===== src/rtl/fp16_pkg.sv =====
// Shared fp16 constants, flag bit positions and the S1->S2 payload of fp16_norm_pack.
package fp16_pkg;
  localparam int FP16_EXP_BIAS = 15;
  localparam int FP16_EXP_MAX  = 31;
  localparam int FP16_FRAC_W   = 10;

  // out_flags = {overflow, underflow, inexact, zero}
  localparam int FLAG_OVF  = 3;
  localparam int FLAG_UNF  = 2;
  localparam int FLAG_INX  = 1;
  localparam int FLAG_ZERO = 0;

  // sig[13] is the hidden bit after normalization; it is 0 only for a zero input.
  typedef struct packed {
    logic              sign;
    logic signed [7:0] e;
    logic [13:0]       sig;
    logic              sticky;
  } s1_payload_t;
endpackage


===== src/rtl/fp16_lzc14.sv =====
// Combinational 14-bit leading-zero counter; returns 14 for an all-zero input.
module fp16_lzc14 (
  input  logic [13:0] d,
  output logic [3:0]  cnt
);
  logic found;

  always_comb begin
    cnt   = 4'd14;
    found = 1'b0;
    for (int i = 13; i >= 0; i--) begin
      if (!found && d[i]) begin
        cnt   = 4'(13 - i);
        found = 1'b1;
      end
    end
  end
endmodule


===== src/rtl/fp16_norm_pack.sv =====
// Two-stage normalize / round-to-nearest-even / pack into IEEE binary16 with valid-ready flow.
// Subnormal outputs are produced when FP16_PACK_SUBNORM_EN is defined, otherwise tiny results flush to zero.
module fp16_norm_pack
  import fp16_pkg::*;
#(
  parameter int FRAC_W = 10
) (
  input  logic        clk,
  input  logic        rst_n,
  input  logic        in_valid,
  output logic        in_ready,
  input  logic        in_sign,
  input  logic [6:0]  in_exp,
  input  logic [13:0] in_mant,
  input  logic        in_sticky,
  output logic        out_valid,
  input  logic        out_ready,
  output logic [15:0] out_fp16,
  output logic [3:0]  out_flags
);
  localparam int STAGES = 2;
  localparam logic signed [7:0] EXP_MAX_S = 8'(FP16_EXP_MAX);

  logic [STAGES:1] vld_pipe;
  logic            s1_ready, s2_ready;
  logic [3:0]      lz;
  s1_payload_t     s1_d, s1_q;

  assign s2_ready  = !vld_pipe[2] || out_ready;
  assign s1_ready  = !vld_pipe[1] || s2_ready;
  assign in_ready  = s1_ready;
  assign out_valid = vld_pipe[2];

  fp16_lzc14 u_lzc (.d(in_mant), .cnt(lz));

  always_comb begin
    s1_d.sign   = in_sign;
    s1_d.e      = {in_exp[6], in_exp} + 8'd1 - {4'd0, lz};
    s1_d.sig    = in_mant << lz;
    s1_d.sticky = in_sticky;
  end

  // S2: round and pack
  logic signed [7:0] e_n, e_r;
  logic [12:0]       sig_x;
  logic              lost, g, stk, inc, tiny, inexact, carry, is_zero;
  logic [FRAC_W-1:0] frac_r;
  logic [15:0]       fp_d;
  logic [3:0]        fl_d;
`ifdef FP16_PACK_SUBNORM_EN
  logic [7:0]        sh;
  logic [13:0]       mask;
`endif

  always_comb begin
    e_n     = s1_q.e;
    is_zero = !s1_q.sig[13];
    tiny    = (e_n <= 8'sd0);
    sig_x   = s1_q.sig[12:0];
    lost    = 1'b0;
`ifdef FP16_PACK_SUBNORM_EN
    // Denormalize by 1-e; shifts of 14 or more leave nothing but sticky.
    sh   = 8'd1 - e_n;
    mask = (14'd1 << sh) - 14'd1;
    if (tiny) begin
      sig_x = 13'(s1_q.sig >> sh);
      lost  = |(s1_q.sig & mask);
    end
`endif
    g       = sig_x[2];
    stk     = |sig_x[1:0] | s1_q.sticky | lost;
    inc     = g & (stk | sig_x[3]);
    inexact = g | stk;
    {carry, frac_r} = {1'b0, sig_x[12:3]} + {{FRAC_W{1'b0}}, inc};
    e_r     = e_n + {7'd0, carry};

    fp_d = '0;
    fl_d = '0;
    if (is_zero) begin
      fp_d            = {s1_q.sign, 15'h0};
      fl_d[FLAG_ZERO] = 1'b1;
    end else if (tiny) begin
`ifdef FP16_PACK_SUBNORM_EN
      // A carry out of the fraction lands in the exponent LSB: smallest normal.
      fp_d            = {s1_q.sign, 4'd0, carry, frac_r};
      fl_d[FLAG_UNF]  = inexact;
      fl_d[FLAG_INX]  = inexact;
      fl_d[FLAG_ZERO] = !carry && (frac_r == '0);
`else
      fp_d            = {s1_q.sign, 15'h0};
      fl_d[FLAG_UNF]  = 1'b1;
      fl_d[FLAG_INX]  = 1'b1;
      fl_d[FLAG_ZERO] = 1'b1;
`endif
    end else if (e_r >= EXP_MAX_S) begin
      fp_d           = {s1_q.sign, 5'h1F, 10'h0};
      fl_d[FLAG_OVF] = 1'b1;
      fl_d[FLAG_INX] = 1'b1;
    end else begin
      fp_d           = {s1_q.sign, e_r[4:0], frac_r};
      fl_d[FLAG_INX] = inexact;
    end
  end

  always_ff @(posedge clk or negedge rst_n) begin
    if (!rst_n) begin
      vld_pipe  <= '0;
      s1_q      <= '0;
      out_fp16  <= '0;
      out_flags <= '0;
    end else begin
      if (s1_ready) begin
        vld_pipe[1] <= in_valid;
        if (in_valid) s1_q <= s1_d;
      end
      if (s2_ready) begin
        vld_pipe[2] <= vld_pipe[1];
        if (vld_pipe[1]) begin
          out_fp16  <= fp_d;
          out_flags <= fl_d;
        end
      end
    end
  end
endmodule


===== config.mk =====
export PLATFORM = sky130hd
export DESIGN_NAME = fp16_norm_pack
export DESIGN_NICKNAME = d
export VERILOG_FILES = /design/src/rtl/fp16_pkg.sv /design/src/rtl/fp16_lzc14.sv /design/src/rtl/fp16_norm_pack.sv
export SDC_FILE = /design/constraint.sdc
export NUM_CORES = 1
export LEC_CHECK = 0
export ABC_CLOCK_PERIOD_IN_PS = 4100
export BUFFER_PORTS_ARGS = -buffer_cell sky130_fd_sc_hd__buf_2
export CAP_MARGIN = 20
export CORE_UTILIZATION = 57
export DETAILED_ROUTE_END_ITERATION = 10
export MAX_ROUTING_LAYER = met4
export PLACE_DENSITY = 0.88
export SLEW_MARGIN = 20
export SYNTH_ARGS = -nofsm -noshare
export SYNTH_HDL_FRONTEND = slang
export SYNTH_SLANG_ARGS = --single-unit
export TNS_END_PERCENT = 1

===== constraint.sdc =====
create_clock -name clk -period 4.1 [get_ports clk]
set_input_delay 0.41 -clock clk [delete_from_list [all_inputs] [get_ports clk]]
set_output_delay 0.41 -clock clk [all_outputs]
set_load 0.02 [all_outputs]

==> reports/results.ini <==
[layout]
nNetsFinal=439
area_growth_pct=12.53
post_layout_nonfiller_instances=464
diodes=0
final_area_um2=3359
drive_gt1_share_pct=16.12
fillCellCount=400

[timing]
worst_pin_slew_ns=1.020
setup_ws_ns=0.6646
finalMaxSlewViolations=0
max-slew-margin-rel_pct=31.80
finalSetupTns_ns=0
finalCritPeriodShare_pct=83.79
rsz0062_at_grt=false
fin_skew_ns=0.007015
setup_viol=0
hold_violations=0
period_needed_ns=3.435
clock.fmax_ghz=0.2911

[worst_setup_path]
worstSetupStartpointType=flop
cp-end-kind=flop
cp.arrival_ns=3.60
crit_end=out_flags[1]
rr_startpoint=g
worstRegToRegCells=15
r2r-end=out_flags[1]
path_class=reg -> reg
critical_path.startpoint=g
cp.required_ns=4.27
cp_max_fo=6
r2r_slack_ns=0.66

[power]
p_comb_share_pct=33.0
power_mw=1.330
ir_drop_mv=0.1922
p_leak_nw=1.598
pwr-share-seq_pct=47.3
clkPwrFrac_pct=19.7
p_switching_mw=0.4820
internal_power_mw=0.8479
p_per_area_nw_per_um2=395.9
swShare_pct=36.24

[synth]
yosys_warnings=0
async_reset_ff_share_pct=100.0
synthTopCellsByCount=64 x nand2_1, 46 x dfrtp_1, 24 x nor2_1
synth_top_family_by_area=simple AND/OR/NAND/NOR gates
synthXorXnorAreaFrac_pct=4.401
synth_edf_count=0
synth_fp_nets=394
synth-seq-cells=46
synth_fa_ha_area_share_pct=6.119
synth_area_leaders=dfrtp_1 39%, nand2_1 8.0%, ha_1 5.4%
yosysMostFrequentCell=nand2_1
muxShareOfSynthArea_pct=4.023
syn_avg_cell_area_um2=8.457
yosysTopAreaCell=dfrtp_1
syn_area_um2=2985
syn_inst=353
synth_compound_area_share_pct=20.75
synth_cell_types=53
yosysTopAreaCellShare_pct=38.56
ys_seq_area_share_pct=38.56
synth-simple-area-share_pct=21.96
synth_ff_type=dfrtp_1

[place]
dp_hpwl_mm=5.204
gp_congestion=0.9282
detailedPlace.worstSlack_ns=0.3710
dp_cells=458
io_buffers=48
post_dp_cell_area_um2=3274

[clock_network]
post_cts_resize_count=0
cts-root-buf=clkbuf_8
postCtsHoldBufs=0
post-cts-setup-buffers=0
htree_levels=2
insertion_delay_ns=0.29
path_clk_slew_ns=0.07
clock-sinks=46
numCtsBuffers=5
cts_tree=built
clockBufferDepth=2

[global_routing]
track_usage_pct=27.43
antenna_found_initial=0
busiest_layer=met2
grt_use_met3_pct=3.794
grt_pass1_wl_mm=11.24
use_met2_pct=45.85
grt_max_degree=47
gr-total-overflow=0
grtUsageMet1_pct=34.94
grt_pass1_vias=2455

[floorplanning]
rows=25
die_x_um=74.37
initial_core_util_pct=61.18
io_pins=49
die_h_um=74.37
dieArea_um2=5531
core_um2=4880

[routing]
ant_nets=0
wire_per_inst_um=14.56
drt_pre_antenna_iters=4
viasPerCell=5.821
drtIter0Drc=126
drt_wl_total_mm=6.754
drc_errors=0
via_count=2701

[hold_path]
min_path_type=in -> async

[run]
drv_cap=0

[outcome]
status=complete, no violations

==> how the worst min path moves through the flow <==
stage,to,slack [ns],cells past startpoint
after CTS,e_n[4],0.31,1
after floorplan,e_n[0],0.11,0
after detailed placement,out_fp16[10],0.46,2
after global placement,out_fp16[11],0.44,2
final,out_fp16[13],0.11,1
after global routing,out_fp16[15],0.16,1
==> power groups by stage <==
stage | combinational [mW] | clock (mW) | sequential, mW
after floorplan | 0.238 | 0 | 0.685
after global placement | 0.425 | 0 | 0.630
after detailed placement | 0.437 | 0 | 0.637
after CTS | 0.441 | 0.266 | 0.628
after global routing | 0.495 | 0.282 | 0.644
final | 0.439 | 0.262 | 0.629
==> kinds of logic after synthesis <==
family | after synthesis
and+or+nand+nor | 140
AOI/OAI and AO/OA | 96
DFF | 46
buffers and inverters | 30
xor gates and xnor gates | 15
adders and majority gates | 14
muxes | 12
==> worst max-delay path, cell delays in order (launching register included) <==
cell      delay (ns)
dfrtp_1         0.41
and2_1          0.17
ha_1            0.19
nand3_1         0.12
nor2_1          0.19
and3_1          0.22
and3_1          0.21
ha_1            0.20
ha_1            0.18
and3_1          0.24
nand3_1         0.11
and4_1          0.20
o21ai_1         0.19
o21ai_0         0.25
nor4bb_1        0.34
o21ai_1         0.10
==> per-layer routing <==
| metal | wire length [µm] | up-vias | share of wire [%] |
|---|---|---|---|
| met5 | 0 | - | 0 |
| met4 | 75 | 0 | 1.1 |
| met3 | 323 | 10 | 4.8 |
| met2 | 3236 | 92 | 48 |
| met1 | 3117 | 1241 | 46 |
| li1 | - | 1358 | - |
==> cell type report <==
type | instances | area (µm²) | area share (%)
sequential | 46 | 1151 | 34.26
tap | 67 | 83.83 | 2.495
timing repair buffer | 52 | 272.8 | 8.119
clock buffer | 6 | 82.58 | 2.458
inverter | 16 | 60.06 | 1.788
multi-input combinational | 277 | 1709 | 50.88
==> metrics by stage <==
stage               utilization (%)  hold WS, ns
finish                        68.85       0.1120
global route                  68.85       0.1629
CTS                           68.79       0.3135
detailed placement            67.10       0.4612
global placement              67.10       0.4448
floorplan                         -       0.1144
==> state kept, by name, indices dropped and copies added, names as in the netlist <==
signal and count:
vld_pipe 2, s1_q 15, e_n 8, out_fp16 16
g 1, out_flags 4
==> cells in the final DEF (no fill, tap or decap), types with 3 or more instances in the layout <==
cell	netlist	layout
clkbuf_8	0	6
and3_1	6	6
a211oi_1	5	5
nor4_1	4	4
xor2_1	8	8
o21ai_1	20	20
nand4_1	3	3
o31ai_1	6	6
and2_1	4	4
o22a_1	3	3
buf_4	0	5
xnor2_1	7	7
a21oi_1	18	18
o211ai_1	3	3
a21o_1	4	4
nand2b_1	5	5
a31oi_1	3	3
nand2_1	64	64
a32oi_1	3	3
nor2_1	24	24
nor3_1	6	6
dfrtp_1	46	46
inv_1	15	15
ha_1	13	13
buf_2	4	47
mux2i_1	12	12
nand3_1	10	10
o21ai_0	16	16
Power figures use the tool's default switching activity.
